[config.mk]
export PLATFORM = sky130hd
export DESIGN_NAME = br_scn_injector
export DESIGN_NICKNAME = d
export VERILOG_FILES = /design/src/rtl/br_scn_injector.sv
export SDC_FILE = /design/constraint.sdc
export NUM_CORES = 2
export LEC_CHECK = 0
export CAP_MARGIN = 15
export CORE_MARGIN = 2
export CORE_UTILIZATION = 35
export CTS_BUF_LIST = sky130_fd_sc_hd__clkbuf_8 sky130_fd_sc_hd__clkbuf_16
export CTS_CLUSTER_SIZE = 20
export DETAILED_ROUTE_END_ITERATION = 6
export GPL_TIMING_DRIVEN = 0
export PLACE_DENSITY = 0.6
export SYNTH_ARGS = -nofsm -noshare
export SYNTH_HDL_FRONTEND = slang
export SYNTH_SLANG_ARGS = --single-unit
export TNS_END_PERCENT = 20
[constraint.sdc]
create_clock -name clk_i -period 4.5 [get_ports clk_i]
set_clock_uncertainty 0.15 [all_clocks]
set_input_delay 1.35 -clock clk_i [delete_from_list [all_inputs] [get_ports clk_i]]
set_output_delay 1.35 -clock clk_i [all_outputs]
set_load 0.01 [all_outputs]
[src/rtl/br_scn_injector.sv]
// Scenario-table traffic injector: replays timestamped BrLite requests for one
// source ID onto the local port, firing strictly in table order.

package br_scn_pkg;
    typedef enum logic [1:0] {
        BR_SVC_UNI   = 2'd0,
        BR_SVC_MCAST = 2'd1,
        BR_SVC_ALL   = 2'd2,
        BR_SVC_RSVD  = 2'd3
    } br_svc_t;
endpackage

// state   | meaning
// IDLE    | table writable, waiting for start_i
// SCAN    | inspect table[idx]: skip foreign entry, stop/loop at end
// WAIT_TS | own entry found, wait for now >= ts
// SEND    | br_req_o high until br_ack_i
// DONE    | scenario finished or aborted, table writable
module br_scn_injector
    import br_scn_pkg::*;
#(
    parameter int unsigned PE_ID     = 0,
    parameter int unsigned DEPTH     = 32,
    parameter int unsigned ID_W      = 8,
    parameter int unsigned TS_W      = 32,
    parameter int unsigned PAYLOAD_W = 32,
    parameter int unsigned TICK_DIV  = 1,
    parameter int unsigned LOOP_EN   = 0
) (
    input  logic                       clk_i,
    input  logic                       rst_ni,
    input  logic                       cfg_we_i,
    input  logic [$clog2(DEPTH)-1:0]   cfg_addr_i,
    input  logic [TS_W-1:0]            cfg_ts_i,
    input  logic [ID_W-1:0]            cfg_src_i,
    input  logic [ID_W-1:0]            cfg_tgt_i,
    input  logic [PAYLOAD_W-1:0]       cfg_payload_i,
    input  br_svc_t                    cfg_svc_i,
    input  logic [$clog2(DEPTH):0]     n_entries_i,
    input  logic                       start_i,
    input  logic                       abort_i,
    output logic                       br_req_o,
    input  logic                       br_ack_i,
    output logic [ID_W-1:0]            br_tgt_o,
    output logic [PAYLOAD_W-1:0]       br_payload_o,
    output br_svc_t                    br_svc_o,
    output logic                       busy_o,
    output logic                       done_o,
    output logic [15:0]                sent_cnt_o,
    output logic [15:0]                late_cnt_o,
    output logic [TS_W-1:0]            now_o
);

    localparam int unsigned AW = $clog2(DEPTH);
    localparam int unsigned CW = AW + 1;
    localparam int unsigned PW = (TICK_DIV > 1) ? $clog2(TICK_DIV) : 1;
    localparam logic [PW-1:0] PRESC_LOAD = PW'(TICK_DIV - 1);

    typedef enum logic [2:0] {
        IDLE    = 3'd0,
        SCAN    = 3'd1,
        WAIT_TS = 3'd2,
        SEND    = 3'd3,
        DONE    = 3'd4
    } state_t;

    state_t state, state_nxt;

    logic [TS_W-1:0]      tab_ts  [DEPTH];
    logic [ID_W-1:0]      tab_src [DEPTH];
    logic [ID_W-1:0]      tab_tgt [DEPTH];
    logic [PAYLOAD_W-1:0] tab_pl  [DEPTH];
    br_svc_t              tab_svc [DEPTH];

    logic [CW-1:0]   idx, idx_nxt;
    logic [TS_W-1:0] now, now_nxt, now_adv;
    logic [PW-1:0]   presc, presc_nxt;
    logic [15:0]     sent_cnt, late_cnt;

    logic            active;
    logic            cfg_open;
    logic            at_end;
    logic            own;
    logic            cnt_clr;
    logic            sent_inc;
    logic            late_inc;
    logic            out_load;

    logic [AW-1:0]        rd_idx;
    logic [TS_W-1:0]      cur_ts;
    logic [ID_W-1:0]      cur_src;
    logic [ID_W-1:0]      cur_tgt;
    logic [PAYLOAD_W-1:0] cur_pl;
    br_svc_t              cur_svc;

    assign active   = (state == SCAN) || (state == WAIT_TS) || (state == SEND);
    assign cfg_open = (state == IDLE) || (state == DONE);

    assign rd_idx  = idx[AW-1:0];
    assign cur_ts  = tab_ts[rd_idx];
    assign cur_src = tab_src[rd_idx];
    assign cur_tgt = tab_tgt[rd_idx];
    assign cur_pl  = tab_pl[rd_idx];
    assign cur_svc = tab_svc[rd_idx];

    assign at_end = (idx >= n_entries_i) || (idx >= CW'(DEPTH));
    assign own    = (cur_src == ID_W'(PE_ID));

    // Value now will hold next cycle; WAIT_TS compares against it so that an
    // on-time entry is presented in SEND with now_o equal to its timestamp.
    assign now_adv = ((presc == '0) && (now != '1)) ? now + 1'b1 : now;

    always_ff @(posedge clk_i or negedge rst_ni) begin
        if (!rst_ni) begin
            for (int unsigned i = 0; i < DEPTH; i++) begin
                tab_ts[i]  <= '0;
                tab_src[i] <= '0;
                tab_tgt[i] <= '0;
                tab_pl[i]  <= '0;
                tab_svc[i] <= BR_SVC_UNI;
            end
        end else if (cfg_we_i && cfg_open) begin
            tab_ts[cfg_addr_i]  <= cfg_ts_i;
            tab_src[cfg_addr_i] <= cfg_src_i;
            tab_tgt[cfg_addr_i] <= cfg_tgt_i;
            tab_pl[cfg_addr_i]  <= cfg_payload_i;
            tab_svc[cfg_addr_i] <= cfg_svc_i;
        end
    end

    always_ff @(posedge clk_i or negedge rst_ni) begin
        if (!rst_ni) begin
            state <= IDLE;
            idx   <= '0;
            now   <= '0;
            presc <= '0;
        end else begin
            state <= state_nxt;
            idx   <= idx_nxt;
            now   <= now_nxt;
            presc <= presc_nxt;
        end
    end

    always_comb begin
        state_nxt = state;
        idx_nxt   = idx;
        now_nxt   = now;
        presc_nxt = presc;
        cnt_clr   = 1'b0;
        sent_inc  = 1'b0;
        late_inc  = 1'b0;
        out_load  = 1'b0;

        if (active) begin
            now_nxt   = now_adv;
            presc_nxt = (presc == '0) ? PRESC_LOAD : presc - 1'b1;
        end

        case (state)
            IDLE, DONE: begin
                if (start_i) begin
                    state_nxt = SCAN;
                    idx_nxt   = '0;
                    now_nxt   = '0;
                    presc_nxt = PRESC_LOAD;
                    cnt_clr   = 1'b1;
                end
            end
            SCAN: begin
                if (at_end) begin
                    if (LOOP_EN != 0) begin
                        idx_nxt   = '0;
                        now_nxt   = '0;
                        presc_nxt = PRESC_LOAD;
                    end else begin
                        state_nxt = DONE;
                    end
                end else if (own) begin
                    state_nxt = WAIT_TS;
                end else begin
                    idx_nxt = idx + 1'b1;
                end
            end
            WAIT_TS: begin
                if (now_adv >= cur_ts) begin
                    state_nxt = SEND;
                    out_load  = 1'b1;
                    late_inc  = (now_adv > cur_ts);
                end
            end
            SEND: begin
                if (br_ack_i) begin
                    sent_inc  = 1'b1;
                    idx_nxt   = idx + 1'b1;
                    state_nxt = SCAN;
                end
            end
            default: state_nxt = IDLE;
        endcase

        // Abort overrides everything except a transfer completing this cycle.
        if (abort_i) begin
            state_nxt = DONE;
            cnt_clr   = 1'b0;
            out_load  = 1'b0;
            late_inc  = 1'b0;
        end
    end

    always_ff @(posedge clk_i or negedge rst_ni) begin
        if (!rst_ni) begin
            sent_cnt <= '0;
            late_cnt <= '0;
        end else if (cnt_clr) begin
            sent_cnt <= '0;
            late_cnt <= '0;
        end else begin
            if (sent_inc && (sent_cnt != 16'hFFFF)) begin
                sent_cnt <= sent_cnt + 16'd1;
            end
            if (late_inc && (late_cnt != 16'hFFFF)) begin
                late_cnt <= late_cnt + 16'd1;
            end
        end
    end

    always_ff @(posedge clk_i or negedge rst_ni) begin
        if (!rst_ni) begin
            br_tgt_o     <= '0;
            br_payload_o <= '0;
            br_svc_o     <= BR_SVC_UNI;
        end else if (out_load) begin
            br_tgt_o     <= cur_tgt;
            br_payload_o <= cur_pl;
            br_svc_o     <= cur_svc;
        end
    end

    assign br_req_o   = (state == SEND);
    assign busy_o     = active;
    assign done_o     = (state == DONE);
    assign sent_cnt_o = sent_cnt;
    assign late_cnt_o = late_cnt;
    assign now_o      = now;

endmodule

==> metrics.md <==
| Metric | Value |
|---|---|
| Outcome | `finished with violations` |
| Failing checks | `setup timing` |
| Period minus WS final | `5.29 ns` |
| CP Buf/Inv Count | `10` |
| Die Wd | `598 µm` |
| Global-route wire length before repair | `580 mm` |
| Place WS | `-4.98 ns` |
| Fin cells | `13.3k` |
| CP max FO | `8` |
| Final Routed Wirelength | `404 mm` |
| Area contributors post-synth | `dfrtp_1, mux2_2, mux4_2` |
| Dominant cell type by area after synthesis | `dfrtp_1` |
| Core area | `352000 µm²` |
| Unrepaired setup endpoints after global routing | `yes` |
| DR WL/cell | `30.5 µm` |
| Slowest cell on the critical path | `mux4_2` |
| Vias in the first global route | `79.5k` |
| Register area | `68600 µm²` |
| Post-synth ARST share | `100%` |
| Critical path capture point type | `flip-flop` |
| Post-synth EDFFs | `0` |
| Worst-Margin Slew | `1.37 ns` |
| Std cell rows | `218` |
| Fmax achieved | `189 MHz` |
| Die area | `357000 µm²` |
| Leakage Power | `0.0663 µW` |
| Critical path startpoint category | `flip-flop` |
| Initial antenna violation count | `60` |
| Vias/cell | `5.62` |
| Most frequent cells in the layout | `dfrtp_1, mux2_2, mux4_2, clkbuf_1, clkbuf_16` |
| Register area share after synthesis | `55.5%` |
| I/O pins | `208` |
| First-pass iteration count of the detailed router | `5` |
| Setup violators final | `59` |
| Crit path max-delay family | `buffers and inverters` |
| TritonCTS buffer count | `301` |
| Total power | `82200 µW` |
| Gr usage total | `22.4%` |
| PortBufs | `207` |
| VDD IR max | `329 µV` |
| Final Max Tran Viols | `0` |
| Pin count of the biggest net entering global routing | `183` |
| Setup CP Type | `flip-flop to flip-flop` |
| Ordered list of cells on the worst path | `buf_8 -> buf_16 -> clkbuf_16 -> buf_12 -> buf_16 -> buf_12 -> mux4_2 -> mux4_2 -> mux2i_4 -> ha_4 -> and4_4 -> nand4_1 -> buf_6 -> a41oi_4 -> nor3_2 -> or2_4 -> buf_12 -> clkbuf_16 -> clkbuf_16 -> nand2_1 -> o21ai_2` |
| Vias | `74.5k` |
| Required time worst endpoint | `5.14 ns` |
| Dpl hpwl | `276 mm` |
| Synth unique cells | `78` |
| Syn Inst Count | `7674` |
| Layout cells sized above 1 | `51.1%` |
| Clk Latency, worst-skew pair | `0.92 ns` |
| Most used DFF post-synth | `dfrtp_1` |
| Multi-input logic area | `52700 µm²` |
| Top cell type's share of synthesized area | `55.5%` |
| WHS | `0.215 ns` |
| GPL Wtd Cong | `0.823` |
| Max Cap Viol | `0` |
| CTS tree | `built` |
| Grt total ovfl | `0` |
| Final net count | `8490` |
| CP peak stage delay | `0.52 ns` |
| Worst hold path type | `primary input to async pin` |
| Die Y | `598 µm` |
| Total power density per cell area | `562 nW/µm²` |
| Max Buffers Root-to-Sink | `4` |
| Critical path arrival | `5.94 ns` |
| Clk sink count | `2740` |
| Final Hold Fails | `0` |
| Mapped cell area | `123000 µm²` |
| H-tree levels | `5` |
| Syn Nets | `7816` |
| FF-to-FF End | `br_tgt_o[3]` |
| Root buf cell | `clkbuf_16` |
| Reg2reg start | `idx[0]` |
| Synthesis-to-layout area growth | `18.6%` |
| Synth Register Bits | `2740` |
| CTS clk-pin slew, worst paths | `0.06 ns` |
| Commonest non-fill, non-tap cell in the layout | `dfrtp_1` |
| R2R Setup Slk | `-0.79 ns` |
| Final Cycle Share | `118%` |
| Slew margin rel. | `8.72%` |
| Starting Density | `35.1%` |
| Hold-fix buffers at CTS | `0` |
| Setup ws final | `-0.793 ns` |
| Reg2Reg Depth | `21` |
| Detail Route Antenna Nets | `0` |
| Drc violations | `0` |
| Total negative setup slack | `-42.05 ns` |
| 1st-iter DRT viols | `6341` |
| Syn_area_per_cell | `16.1 µm²` |
| Inst Count DP | `12.6k` |
| Layout fillers | `31.4k` |
| YS warnings | `0` |
==> report_power, final <==
group / switching [µW] / internal (µW) / leakage [µW]
Clock: 10600 / 14800 / 0.00525
Combinational: 8580 / 12000 / 0.0248
Sequential: 3990 / 32200 / 0.0363
Total: 23200 / 59000 / 0.0663
==> stage by stage <==
step           utilization [%]  instance area, µm²
3_5_place_dp              37.7              133000
3_3_place_gp              37.3              131000
5_1_grt                   41.6              146000
6_report                  41.6              146000
4_1_cts                   41.3              145000
2_1_floorplan                -              124000
==> flip-flops by register name, indices dropped and copies added (netlist names) <==
register / cells
idx: 6
late_cnt_o: 16
br_svc_o: 2
sent_cnt_o: 16
br_payload_o: 32
tab_src: 256
tab_svc: 64
state: 3
br_tgt_o: 8
tab_tgt: 256
tab_ts: 1024
presc: 1
now_o: 32
tab_pl: 1024
==> Yosys cell counts (7+ instances only) <==
cell type	instances
ha_1	43
a211oi_1	9
nand2_1	133
dfrtp_1	2740
xnor2_1	32
mux2_1	89
nor4_1	46
or4_1	9
nand3_1	38
a31oi_1	10
mux4_2	744
and2_1	9
or3_1	10
buf_1	34
clkbuf_1	480
nor2_1	76
nand2b_1	8
nor2b_1	10
o21ai_1	44
and3_1	15
buf_2	205
a22o_1	10
mux2_2	2538
a21oi_1	36
o21ai_0	41
inv_1	16
and4_1	12
nand4_1	19
mux2i_1	77
xor2_1	25
a21o_1	7
nor3_1	20
==> how the worst max path moves through the flow <==
stage                     startpoint                to  slack, ns  depth (start not counted)
after floorplan               idx[1]   br_payload_o[0]      0.003                         19
after global placement        rst_ni       tab_pl[104]    -117.10                          1
after detailed placement      idx[1]  br_payload_o[25]      -4.98                         19
after CTS                     idx[0]  br_payload_o[25]      -0.75                         21
after global routing          idx[0]  br_payload_o[29]      -0.82                         22
final                         idx[0]       br_tgt_o[3]      -0.79                         21
==> worst register-to-register path: cells and delay by family (launching register included) <==
kind            cells  cell delay (ns)
buf+inv            10             1.84
mux                 3             1.43
simple gates        5             0.81
flops               1             0.39
compound gates      2             0.36
fa+ha+maj           1             0.21
==> layer usage <==
layer | routed length [µm] | share of wire (%) | track usage, %
met4 | 15900 | 3.9 | 8.29
met3 | 27300 | 6.8 | 4.76
met1 | 170000 | 42 | 30.1
met5 | 172 | 0.043 | 0
met2 | 190000 | 47 | 35.7
==> cell families (layout without fill, tap and decap cells) <==
family          after synthesis  after routing  synth area share, %
buf+inv                     742           1656                 2.48
flops                      2740           2740                 55.5
compound gates              206            206                 1.10
simple gates                437            437                 1.86
mux                        3449           3449                 38.2
other cells                   0             43                    0
fa+ha+maj                    43             43                0.436
xor+xnor                     57             57                0.404
==> area by class of cell <==
cell class              instances  area share, %
diodes                         43         0.0735
inverters                      20         0.0598
flip-flops and latches       2740           46.9
multi-input cells            4192           36.0
well taps                    4620           3.95
plain buffers                 715           2.89
repair buffers                378           3.20
clock buffers                 373           5.87
clock inverters               170           1.07
==> repair_timing <==
action                     4_1_cts  5_1_grt
hold endpoints to repair         0        0
setup buffers                   59       37
setup endpoints to repair      719      336
pin swaps                       39       36
gates resized for setup        389       95
gates cloned                     8        7
Note: power is estimated with default switching activity, not from simulation.
